<file path="config.mk">
export PLATFORM = sky130hd
export DESIGN_NAME = mem_arbiter
export DESIGN_NICKNAME = d
export VERILOG_FILES = /design/src/rtl/cpu_types_pkg.sv /design/src/rtl/mem_arbiter_rr_picker.sv /design/src/rtl/mem_arbiter.sv
export SDC_FILE = /design/constraint.sdc
export NUM_CORES = 1
export LEC_CHECK = 0
export BUFFER_PORTS_ARGS = -buffer_cell sky130_fd_sc_hd__buf_2
export CORE_AREA = 2 2 169 171
export DETAILED_ROUTE_END_ITERATION = 10
export DIE_AREA = 0 0 171 173
export GPL_ROUTABILITY_DRIVEN = 0
export GPL_TIMING_DRIVEN = 0
export MAX_ROUTING_LAYER = met4
export RECOVER_POWER = 50
export SYNTH_ARGS = -nofsm -noshare
export SYNTH_HDL_FRONTEND = slang
export SYNTH_SLANG_ARGS = --single-unit
</file>
<file path="constraint.sdc">
create_clock -name CLK -period 3.3 [get_ports CLK]
set_input_delay 0.165 -clock CLK [delete_from_list [all_inputs] [get_ports CLK]]
set_output_delay 0.165 -clock CLK [all_outputs]
set_load 0.01 [all_outputs]
</file>
<file path="src/rtl/cpu_types_pkg.sv">
// Shared CPU-side types: RAM handshake states, data word and memory
// arbiter FSM states, plus the cache block size used by the arbiter.
package cpu_types_pkg;

    // Words per cache block; the arbiter's data-grant length defaults to this.
    localparam int BLOCK_WORDS_DEF = 2;

    typedef logic [31:0] word_t;

    typedef enum logic [1:0] {
        FREE   = 2'd0,
        BUSY   = 2'd1,
        ACCESS = 2'd2,
        ERROR  = 2'd3
    } ramstate_t;

    typedef enum logic [1:0] {
        IDLE    = 2'd0,
        GRANT_I = 2'd1,
        GRANT_D = 2'd2
    } arb_state_t;

endpackage

</file>
<file path="src/rtl/mem_arbiter_rr_picker.sv">
// Combinational two-core round-robin selector. The core pointed to by rr
// wins if it has any request; otherwise the other core is chosen. Within the
// chosen core a data request takes priority over an instruction fetch.
module rr_picker (
    input  logic [1:0] ireq,
    input  logic [1:0] dreq,
    input  logic       rr,
    output logic       any,
    output logic       core,
    output logic       is_d
);
    logic [1:0] req;

    assign req  = ireq | dreq;
    assign any  = |req;
    assign core = req[rr] ? rr : ~rr;
    assign is_d = dreq[core];

endmodule

</file>
<file path="src/rtl/mem_arbiter.sv">
// Two-core memory arbiter sharing one RAM port between per-core instruction
// and data requests. A data grant lasts one cache block (BLOCK_WORDS beats),
// an instruction grant one beat; every grant is followed by an IDLE bubble.
// Optional: define MEM_ARB_TIMEOUT_EN to release a grant that has seen
// TIMEOUT_CYCLES non-ACCESS cycles, flagging err for the stalled core.
module mem_arbiter
    import cpu_types_pkg::*;
#(
    parameter int BLOCK_WORDS    = BLOCK_WORDS_DEF,
    parameter int TIMEOUT_CYCLES = 64
) (
    input  logic             CLK,
    input  logic             nRST,
    input  logic [1:0]       iREN,
    input  logic [1:0][31:0] iaddr,
    input  logic [1:0]       dREN,
    input  logic [1:0]       dWEN,
    input  logic [1:0][31:0] daddr,
    input  logic [1:0][31:0] dstore,
    input  ramstate_t        ramstate,
    input  logic [31:0]      ramload,
    output logic             ramREN,
    output logic             ramWEN,
    output logic [31:0]      ramaddr,
    output logic [31:0]      ramstore,
    output logic [1:0]       iwait,
    output logic [1:0]       dwait,
    output logic [1:0][31:0] iload,
    output logic [1:0][31:0] dload,
    output logic [1:0]       gnt,
    output logic             gnt_d,
    output logic [1:0]       err
);
    localparam int BW = $clog2(BLOCK_WORDS + 1);

    arb_state_t    state, nxt_state;
    logic          cur, nxt_cur;
    logic          rr, nxt_rr;
    logic [BW-1:0] beat, nxt_beat, beat_inc;

    logic [1:0] dreq;
    logic       pick_any, pick_core, pick_d;
    logic       granted, active, hit, fault, done, tmo, rel, flip;

    // A write-and-read on the same core counts as one data request (a write).
    assign dreq = dREN | dWEN;

    rr_picker u_pick (
        .ireq (iREN),
        .dreq (dreq),
        .rr   (rr),
        .any  (pick_any),
        .core (pick_core),
        .is_d (pick_d)
    );

    assign granted  = (state != IDLE);
    assign active   = granted & ((state == GRANT_D) ? dreq[cur] : iREN[cur]);
    assign hit      = active & (ramstate == ACCESS);
    assign fault    = active & (ramstate == ERROR);
    assign beat_inc = beat + BW'(1);
    assign done     = hit & (beat_inc == ((state == GRANT_D) ? BW'(BLOCK_WORDS) : BW'(1)));
    // A dropped request releases without moving rr; any other release hands
    // priority to the other core so neither can starve.
    assign rel      = granted & (~active | done | fault | tmo);
    assign flip     = active & (done | fault | tmo);

`ifdef MEM_ARB_TIMEOUT_EN
    localparam int TW = $clog2(TIMEOUT_CYCLES + 1);
    logic [TW-1:0] tcnt;

    assign tmo = active & ~hit & ~fault & (tcnt == TW'(TIMEOUT_CYCLES - 1));

    // Count non-ACCESS cycles across the whole grant; cleared on release.
    always_ff @(posedge CLK or negedge nRST) begin
        if (!nRST)
            tcnt <= '0;
        else if (!granted || rel)
            tcnt <= '0;
        else if (!hit)
            tcnt <= tcnt + TW'(1);
    end
`else
    assign tmo = 1'b0;
`endif

    // State, grantee, round-robin pointer and beat counter registers.
    always_ff @(posedge CLK or negedge nRST) begin
        if (!nRST) begin
            state <= IDLE;
            cur   <= 1'b0;
            rr    <= 1'b0;
            beat  <= '0;
        end else begin
            state <= nxt_state;
            cur   <= nxt_cur;
            rr    <= nxt_rr;
            beat  <= nxt_beat;
        end
    end

    // Next-state: arbitrate from IDLE, count beats, release on done/drop/fault.
    always_comb begin
        nxt_state = state;
        nxt_cur   = cur;
        nxt_rr    = rr;
        nxt_beat  = beat;
        case (state)
            IDLE: begin
                if (pick_any) begin
                    nxt_state = pick_d ? GRANT_D : GRANT_I;
                    nxt_cur   = pick_core;
                    nxt_beat  = '0;
                end
            end
            default: begin
                if (rel) begin
                    nxt_state = IDLE;
                    nxt_beat  = '0;
                    if (flip)
                        nxt_rr = ~cur;
                end else if (hit) begin
                    nxt_beat = beat_inc;
                end
            end
        endcase
    end

    // Outputs: steer the grantee onto the RAM port, stall everyone else.
    always_comb begin
        ramREN   = 1'b0;
        ramWEN   = 1'b0;
        ramaddr  = '0;
        ramstore = '0;
        gnt      = '0;
        gnt_d    = 1'b0;
        err      = '0;
        iwait    = iREN;
        dwait    = dreq;
        iload    = '0;
        dload    = '0;
        case (state)
            GRANT_I: begin
                ramREN   = iREN[cur];
                ramaddr  = iaddr[cur];
                gnt[cur] = 1'b1;
                if (hit) begin
                    iwait[cur] = 1'b0;
                    iload[cur] = ramload;
                end
            end
            GRANT_D: begin
                ramWEN   = dWEN[cur];
                ramREN   = dREN[cur] & ~dWEN[cur];
                ramaddr  = daddr[cur];
                ramstore = dstore[cur];
                gnt[cur] = 1'b1;
                gnt_d    = 1'b1;
                if (hit) begin
                    dwait[cur] = 1'b0;
                    dload[cur] = ramload;
                end
            end
            default: ;
        endcase
        if (fault | tmo)
            err[cur] = 1'b1;
    end

endmodule
</file>
==> qor.yml <==
run_status:
  status: "complete, no violations"
setup_path:
  rr_worst_depth: 8
  r2r-end: "beat[1]"
  worstSetupStartpoint: "state[0]"
  arrival_ns: 2.78
  crit_end: "iload[60]"
  crit_type: "flip-flop to output port"
  rr_startpoint: "state[0]"
  end_kind: "output port"
  r2r_slack_ns: 0.50
  start_kind: "flip-flop"
  crit_required_ns: 3.13
  worstPathMaxFanout: 18
power:
  power.leakage_nw: 3.15
  seqPwrFrac: 0.037
  intPower_w: 0.00143
  p_clk_frac: 0.064
  comb_power_share: 0.899
  sw_frac_of_total: 0.539
  ir_worst_vdd_mv: 0.333
  powerDensity_mw_per_mm2: 523
  p_sw_w: 0.00168
hold_path:
  min_from: "ramstate[1]"
  hp-class: "input port to flip-flop"
global_route:
  grt_first_pass_wirelength_microns: 29600
  grt_antenna_before_repair: 4
  grt_max_degree: 11
  grt_pass1_vias: 4677
  grt-ovfl-total: 0
  gr-usage-all-layers: 0.139
layout:
  fin_nets: 1113
  fillCellCount: 3177
  seq_area_sq_um: 150
  final_layout_size_suffix_gt1_frac: 0.517
  multiInputGateArea_sq_mm: 0.00293
  area_growth_pct: 79.5
synth:
  ys_warn_count: 0
  synth_area_sq_mm: 0.00331
  ys_async_sr_fraction: 1.00
  synth_edf_count: 0
  ys.flop_type: "dfrtp_1"
  yosys-top-cells-count: "and2_1, nor2b_1, mux2_2, a22oi_1, mux2i_1"
  yosysMostFrequentCell: "and2_1"
  syn_avg_cell_area_sq_um: 7.59
  netlist.area_leader.share: 0.244
  yosys.area.top_type: "and2_1"
  synth.ff_latch_count: 6
  ys_top_cells_by_area: "and2_1, mux2_2, nor2b_1"
  syn_inst: 436
  yosysSeqAreaShare: 0.0454
  synthesis.nets: 673
  synth.distinct_cells: 39
clocking:
  cts_buffers: 3
  cts_sinks: 6
  clk_pin_slew_ns: 0.03
  clockRootBuffer: "clkbuf_16"
  tritoncts: "built"
  htree_levels: 1
  clk_latency_ns: 0.23
  clockBufferDepth: 2
  cts_resized: 0
  postCtsSetupRepairBufs: 0
timing:
  min_period_over_period: 0.894
  hold_viol_final: 0
  max_slew_margin: 0.273
  finClkSkew_ns: 0.000345
  period_minus_slack_ns: 2.95
  report.final.slew_viol_count: 0
  fmax_ghz: 0.339
  rsz0062_at_grt: "no"
  hold_slack_ns: 0.303
  finalSetupTns_ns: 0
  setup-violations-final: 0
  tightest_slew_ns: 1.06
placed_design:
  port-buffer-count: 436
  hpwl_microns: 19200
detailed_routing:
  wl_per_cell_microns: 17.4
  drt-initial-drc-count: 167
  top_layer: "met4"
  antenna_left: 0
  via_per_inst: 3.90
  drc: 0
  wl_met3_microns: 1400
  wl_met1_microns: 8750
  dr_wl_met2_microns: 11300
  firstDrtPassIters: 4
  wl_microns: 21900
  vias: 4896
floorplan:
  die_w_microns: 171
  ioPinCount: 437
  design.core.area_sq_mm: 0.0276
  die_area_sq_mm: 0.0296
  die_h_microns: 173
  placementRows: 61
  initial_utilization: 0.120
run:
  max_cap_viol_count: 0
[metal layers]
layer,vias to the layer above,track usage
met5,-,-
li1,2367,-
met4,0,0.0307
met3,17,0.0101
met1,2203,0.156
met2,309,0.266
[placed cells by master (no fill, tap or decap), types with 2 or more instances in the layout]
cell type  Yosys  routed
mux2i_1       34      34
clkbuf_16      0       3
nor3_1         5       5
mux2_1         0       3
diode_2        0       4
buf_4          4       3
nand2_1        6       6
a32o_1         2       2
dfrtp_1        6       6
and2_1       129     119
mux2_2        65      62
clkbuf_1      23      94
nand2b_1       2       2
buf_2          8     372
ha_1           3       3
nor2b_1       70      70
o21ai_0        4       6
nor2_1         8       8
and2_0         0      10
clkbuf_2       4       4
a22oi_1       34      34
nor3_2         2       2
inv_1          6       6
[final cells by class]
cell class	count	area share
Antenna cell	4	0.00169
Buffer	38	0.0289
Clock buffer	3	0.0126
Inverter	6	0.00379
Multi-Input combinational cell	384	0.493
Sequential cell	6	0.0253
Tap cell	378	0.0796
Timing Repair Buffer	437	0.355
[power groups by stage]
stage / Clock, W / Combinational [W] / Sequential (W)
6_report: 0.000197 / 0.00280 / 0.000116
2_1_floorplan: 0 / 0.00181 / 0.000113
4_1_cts: 0.000198 / 0.00299 / 0.000115
3_3_place_gp: 0 / 0.00297 / 0.000115
5_1_grt: 0.000205 / 0.00306 / 0.000117
3_5_place_dp: 0 / 0.00298 / 0.000116
[repair_timing]
action,in CTS,in global routing
endpoints found under the setup margin,0,2
hold endpoints to repair,6,0
hold buffers,1,0
[logic make-up (layout without fill, tap and decap cells)]
logic type | after synthesis | after routing | synth area share
other | 0 | 4 | 0
muxes | 99 | 99 | 0.324
adders and majority gates | 3 | 3 | 0.0113
AOI/OAI and AO/OA | 50 | 50 | 0.116
xor gates and xnor gates | 1 | 1 | 0.00265
buffers and inverters | 46 | 484 | 0.0635
DFF | 6 | 6 | 0.0454
and+or+nand+nor | 231 | 231 | 0.436
[worst max-delay path, cell delays in order, from the launching register on]
cell and delay [ns]:
dfrtp_1 0.40, inv_1 0.09, ha_1 0.22, buf_6 0.25
nor2_1 0.14, o22a_2 0.28, nor3_4 0.37, clkbuf_1 0.45
and2_1 0.20, buf_2 0.15
[registers in the layout (all words and copies together), names as in the netlist]
name and flops:
beat 2, cur 1, state 2, rr 1
[through the flow]
step           area (sq um)  instances  setup slack [ns]   util  total power [W]
5_1_grt                5940       1256             0.186  0.215          0.00338
2_1_floorplan          3310        436              1.32      -          0.00192
3_5_place_dp           5960       1250             0.300  0.216          0.00309
4_1_cts                6050       1254            0.0423  0.219          0.00330
3_3_place_gp           5960       1250             0.284  0.216          0.00308
6_report               5940       1256             0.350  0.215          0.00311
[worst min path at each step]
| stage | end | slack [ns] | cells after the start |
|---|---|---|---|
| detailed placement | beat[0] | 0.001 | 1 |
| floorplan | beat[0] | -0.13 | 0 |
| global route | rr | 0.33 | 3 |
| global placement | beat[0] | 0.0007 | 1 |
| finish | rr | 0.30 | 3 |
| CTS | beat[0] | 0.30 | 2 |
Power figures use the tool's default switching activity.
